<file path="src/rtl/fetch_unit.sv">
// Instruction-fetch stage: PC generation, synchronous imem requests, 2-entry decode FIFO.
// Optional FETCH_MISALIGN_CHECK_EN: misaligned redirects raise a sticky fetch_fault and halt fetch.
module fetch_unit #(
    parameter logic [31:0] RESET_PC  = 32'h0000_0000,
    parameter logic [31:0] NOP_INSTR = 32'h0000_0013
) (
    input  logic        clk,
    input  logic        rst,
    output logic [31:0] imem_addr,
    output logic        imem_req,
    input  logic [31:0] imem_rdata,
    input  logic        redirect_valid,
    input  logic [31:0] redirect_pc,
    output logic        if_valid,
    output logic [31:0] if_pc,
    output logic [31:0] if_instr,
    input  logic        id_ready,
    output logic        fetch_fault
);

    logic [31:0] pc_q;
    logic        run_q;
    logic        inflight_q;
    logic        inflight_epoch_q;
    logic        epoch_q;
    logic [1:0]  count_q;
    logic [31:0] fifo_pc    [2];
    logic [31:0] fifo_instr [2];

    logic        pop;
    logic        push;
    logic        issue;
    logic        halted;
    logic        misaligned;
    logic [31:0] target_pc;
    logic [1:0]  fill;

`ifdef FETCH_MISALIGN_CHECK_EN
    logic fault_q;
    assign target_pc   = redirect_pc;
    assign misaligned  = redirect_valid && (redirect_pc[1:0] != 2'b00);
    assign halted      = fault_q;
    assign fetch_fault = fault_q;
`else
    assign target_pc   = redirect_pc & 32'hFFFF_FFFC;
    assign misaligned  = 1'b0;
    assign halted      = 1'b0;
    assign fetch_fault = 1'b0;
`endif

    assign if_valid = (count_q != 2'd0);
    assign if_pc    = if_valid ? fifo_pc[0]    : 32'h0000_0000;
    assign if_instr = if_valid ? fifo_instr[0] : NOP_INSTR;

    assign pop  = if_valid && id_ready;
    // A response whose epoch tag is stale belongs to a squashed stream.
    assign push = inflight_q && (inflight_epoch_q == epoch_q);
    assign fill = count_q - {1'b0, pop};

    // Only issue when the word can land without overflowing the FIFO.
    assign issue = run_q && !redirect_valid && !halted &&
                   (({1'b0, count_q} + {2'b00, inflight_q}) < (3'd2 + {2'b00, pop}));

    assign imem_req  = issue;
    assign imem_addr = pc_q;

    always_ff @(posedge clk or negedge rst) begin
        if (!rst) begin
            pc_q             <= RESET_PC;
            run_q            <= 1'b0;
            inflight_q       <= 1'b0;
            inflight_epoch_q <= 1'b0;
            epoch_q          <= 1'b0;
            count_q          <= 2'd0;
            fifo_pc[0]       <= 32'h0000_0000;
            fifo_pc[1]       <= 32'h0000_0000;
            fifo_instr[0]    <= NOP_INSTR;
            fifo_instr[1]    <= NOP_INSTR;
`ifdef FETCH_MISALIGN_CHECK_EN
            fault_q          <= 1'b0;
`endif
        end else begin
            run_q <= 1'b1;
            if (redirect_valid) begin
                count_q    <= 2'd0;
                epoch_q    <= ~epoch_q;
                pc_q       <= target_pc;
                inflight_q <= 1'b0;
`ifdef FETCH_MISALIGN_CHECK_EN
                if (misaligned) begin
                    fault_q <= 1'b1;
                end
`endif
            end else begin
                if (pop) begin
                    fifo_pc[0]    <= fifo_pc[1];
                    fifo_instr[0] <= fifo_instr[1];
                end
                // The push slot is the first free entry after any same-cycle pop.
                if (push) begin
                    fifo_pc[fill[0]]    <= pc_q - 32'd4;
                    fifo_instr[fill[0]] <= imem_rdata;
                end
                count_q <= count_q + {1'b0, push} - {1'b0, pop};
                if (issue) begin
                    pc_q             <= pc_q + 32'd4;
                    inflight_q       <= 1'b1;
                    inflight_epoch_q <= epoch_q;
                end else begin
                    inflight_q <= 1'b0;
                end
            end
        end
    end

    logic unused_misaligned;
    assign unused_misaligned = misaligned;

endmodule

</file>
<file path="config.mk">
export PLATFORM = sky130hd
export DESIGN_NAME = fetch_unit
export DESIGN_NICKNAME = d
export VERILOG_FILES = /design/src/rtl/fetch_unit.sv
export SDC_FILE = /design/constraint.sdc
export NUM_CORES = 1
export LEC_CHECK = 0
export CAP_MARGIN = 10
export CELL_PAD_IN_SITES_DETAIL_PLACEMENT = 0
export CELL_PAD_IN_SITES_GLOBAL_PLACEMENT = 1
export CORE_ASPECT_RATIO = 0.9
export CORE_MARGIN = 10
export CORE_UTILIZATION = 36
export CTS_CLUSTER_SIZE = 10
export DETAILED_ROUTE_END_ITERATION = 7
export MAX_ROUTING_LAYER = met4
export PLACE_DENSITY = 0.8
export SYNTH_ARGS = -nofsm -noshare
export SYNTH_HDL_FRONTEND = slang
export SYNTH_SLANG_ARGS = --single-unit
</file>
<file path="constraint.sdc">
create_clock -name clk -period 2.6 [get_ports clk]
set_clock_uncertainty 0.2 [all_clocks]
set_input_delay 0.39 -clock clk [delete_from_list [all_inputs] [get_ports clk]]
set_output_delay 0.39 -clock clk [all_outputs]
set_load 0.005 [all_outputs]
</file>
==> results.sh <==
export IMPL_run_status="finished, final reports clean"
export IMPL_synthArstFlopShare_pct=100
export IMPL_layout_area_seq_um2=4060
export IMPL_initial_utilization_pct=36.7
export IMPL_multiInputGateArea_um2=3930
export IMPL_num_rows=52
export IMPL_core_area_um2=22500
export IMPL_final_setup_tns_ns=0
export IMPL_crit_cells=5
export IMPL_cts_tree="yes"
export IMPL_globalRouteOverflowTotal=0
export IMPL_crit_slowest_cell="sky130_fd_sc_hd__dfrtp_1"
export IMPL_mappedNetlistArea_um2=8260
export IMPL_powerDensity_nw_per_um2=853
export IMPL_viasPerCell=5.06
export IMPL_hold_class="in -> reg"
export IMPL_largest_net_degree_at_the_start_of_global_routing=55
export IMPL_slew_headroom_pct=65.6
export IMPL_cp_cell_sequence="buf_4 > or2_4 > buf_16 > and2_1 > clkdlybuf4s15_1"
export IMPL_synth_compound_area_share_pct=10.5
export IMPL_postSynthCellCount=839
export IMPL_placement_io_buffers=161
export IMPL_clock_tree_buffer_depth=2
export IMPL_grt_first_pass_wirelength_mm=37.2
export IMPL_timing_worst_slew_pin_value_ns=0.512
export IMPL_cts_root_buf="sky130_fd_sc_hd__clkbuf_16"
export IMPL_hold_violations=0
export IMPL_critical_path_top_delay_family="buffers and inverters"
export IMPL_worstHoldEndpoint="count_q[1]$_DFF_PN0_"
export IMPL_dp_hpwl_mm=16.3
export IMPL_yosys_area_share_simple_pct=20.4
export IMPL_power_ir_vdd_worst_mv=0.346
export IMPL_final_setup_viol_count=0
export IMPL_drt_first_pass_iters=8
export IMPL_setup_repair_after_global_routing_missed_its_margin="false"
export IMPL_number_of_synthesized_flops_with_an_enable_pin=0
export IMPL_synth_ff_type="sky130_fd_sc_hd__dfrtp_1"
export IMPL_wl_mm=23.2
export IMPL_numCtsBuffers=17
export IMPL_grt_pass1_vias=6798
export IMPL_hold_path_depth=3
export IMPL_detail_route_iter0_violations=439
export IMPL_post_cts_setup_buffers=0
export IMPL_holdCritStartpoint="redirect_valid"
export IMPL_wl_per_cell_um=17.5
export IMPL_crit_path_largest_cell_delay_ns=0.38
export IMPL_crit_path_end_kind="output port"
export IMPL_clock_latency_ns=0.42
export IMPL_die_width_um=180
export IMPL_groute_usage_overall_pct=16.1
export IMPL_arrival_ns=1.91
export IMPL_cap_violations=0
export IMPL_synth_seq_cells=162
export IMPL_ratio_of_cells_with_drive_above_1_in_the_final_layout_pct=14.6
export IMPL_ant_nets=0
export IMPL_drt_drc_violations_left=0
export IMPL_io_pins=167
export IMPL_finalCritPeriodShare_pct=96.0
export IMPL_worst_hold_margin_ns=0.198
export IMPL_cts_htree_levels=4
export IMPL_worstReg2RegEnd="imem_addr[28]$_DFFE_PN0P_"
export IMPL_timing_final_crit_period_ns=2.50
export IMPL_fraction_of_the_yosys_area_taken_by_sequential_cells_pct=49.2
export IMPL_die_area_um2=29400
export IMPL_muxShareOfSynthArea_pct=9.32
export IMPL_antenna_found_initial=0
export IMPL_die_h_um=164
export IMPL_worstSetupStartpointType="flop"
export IMPL_clkTransAtPathRegs_ns=0.07
export IMPL_timing_critical_path_fanout_max=32
export IMPL_regToRegSetupSlack_ns=0.13
export IMPL_synth_warning_count=0
export IMPL_cp_data_required_time_ns=2.01
export IMPL_syn_area_per_cell_um2=9.85
export IMPL_design_final_nets=1088
export IMPL_crit_reg2reg_launch="imem_addr[5]$_DFFE_PN0P_"
export IMPL_setup_worst_path_class="reg -> out"
export IMPL_areaGrowthSynthToFinish_pct=34.3
export IMPL_worstPathBufferInverterCount=3
export IMPL_filler_cell_count=2144
export IMPL_yosysUniqueCellTypes=53
export IMPL_worstRegToRegCells=5
export IMPL_clock_sink_count=162
export IMPL_placed_cells=1289
export IMPL_num_vias=6703
export IMPL_achievable_frequency_ghz=0.401
export IMPL_diodes=0
export IMPL_finalWeightedCongestion=0.871
export IMPL_main_combinational_cell_family_by_area_after_synthesis="simple AND/OR/NAND/NOR gates"
export IMPL_leakagePower_uw=0.00510
export IMPL_design_power_total_uw=9470
export IMPL_final_cell_count_without_fillers=1324
export IMPL_xor_xnor_share_of_the_synthesized_area_pct=5.83
export IMPL_synth_adder_area_share_pct=0.909
export IMPL_timing_final_max_slew_violations=0
-- cell type report --
type,count,area share [%]
Tap cell,297,3.35
Multi-Input combinational cell,605,35.4
Clock inverter,15,1.52
Timing Repair Buffer,221,19.0
Sequential cell,162,36.6
Inverter,7,0.237
Clock buffer,17,3.83
-- how the worst max path moves through the flow --
stage | slack [ns] | end | start
global placement | 0.008 | imem_req | id_ready
finish | 0.10 | if_pc[2] | count_q[0]$_DFF_PN0_
floorplan | 0.15 | imem_addr[28]$_DFFE_PN0P_ | count_q[0]$_DFF_PN0_
global route | 0.009 | imem_req | inflight_q$_DFF_PN0_
detailed placement | -0.02 | imem_addr[28]$_DFFE_PN0P_ | id_ready
CTS | 0.02 | if_pc[2] | count_q[0]$_DFF_PN0_
-- routing by layer --
metal  share of wire, %  GRT usage [%]  up-vias
met4                1.2           4.58        0
met5                  0              -        -
li1                   -              -     3265
met2                 46           24.6      186
met3                4.4           3.59       16
met1                 48           21.0     3236
-- where the power goes --
part	switching, uW	internal [uW]
registers	453	3370
clock network	1160	1370
logic	1530	1580
-- synth_stat cells, types with 16 or more instances --
cell | n | area (um2)
sky130_fd_sc_hd__dfrtp_1 | 156 | 3900
sky130_fd_sc_hd__nand4_1 | 20 | 125
sky130_fd_sc_hd__clkbuf_1 | 50 | 188
sky130_fd_sc_hd__nand3_1 | 16 | 80.1
sky130_fd_sc_hd__mux2i_1 | 33 | 330
sky130_fd_sc_hd__xnor2_1 | 23 | 201
sky130_fd_sc_hd__xor2_1 | 32 | 280
sky130_fd_sc_hd__o21ai_0 | 73 | 365
sky130_fd_sc_hd__mux2_2 | 39 | 439
sky130_fd_sc_hd__and2_1 | 66 | 413
sky130_fd_sc_hd__nor2_1 | 51 | 191
sky130_fd_sc_hd__a21oi_1 | 45 | 225
sky130_fd_sc_hd__nand2_1 | 86 | 323
-- sequential cells by signal, indices dropped and copies added (netlist names) --
signal            count
inflight_epoch_q      1
fifo_instr           64
fifo_pc              62
run_q                 1
inflight_q            1
count_q               2
epoch_q               1
imem_addr            30
-- timing repair --
action	CTS	global route
gates resized for setup	69	6
endpoints found under the hold margin	33	0
setup endpoints to repair	65	4
hold buffers	1	0
pin swaps	0	1
gates cloned	2	0
-- per-stage QoR --
| stage | area (um2) | util [%] | setup slack [ns] |
|---|---|---|---|
| floorplan | 8270 | - | 0.146 |
| global placement | 10500 | 46.6 | 0.00784 |
| detailed placement | 10500 | 46.6 | -0.0230 |
| CTS | 11100 | 49.2 | 0.0239 |
| global route | 11100 | 49.3 | 0.00887 |
| finish | 11100 | 49.3 | 0.104 |
-- kinds of logic (layout without fill, tap and decap cells) --
logic type,count (synthesis),count (layout)
buffers and inverters,74,260
AND/OR/NAND/NOR,312,312
AO/OA/AOI/OAI,156,156
flip-flops,162,162
adder cells (fa/ha/maj),6,6
multiplexers,72,72
XOR/XNOR,55,55
other,2,4
-- cells in the final DEF, fill, tap and decap left out, drive strengths merged, types with 32 or more instances in the layout --
cell type and n:
a21oi 45, and2 67, buf 61, clkdlybuf4s50 94
dfrtp 156, dlygate4sd2 63, mux2 39, mux2i 33
nand2 86, nor2 51, o21ai 75, xor2 32
-- tightest hold or removal path: cells and delay by family --
family | cells | cell delay [ns]
buffers and inverters | 2 | 0.34
and+or+nand+nor | 1 | 0.06
No activity file was read; power rests on OpenSTA's default activity.
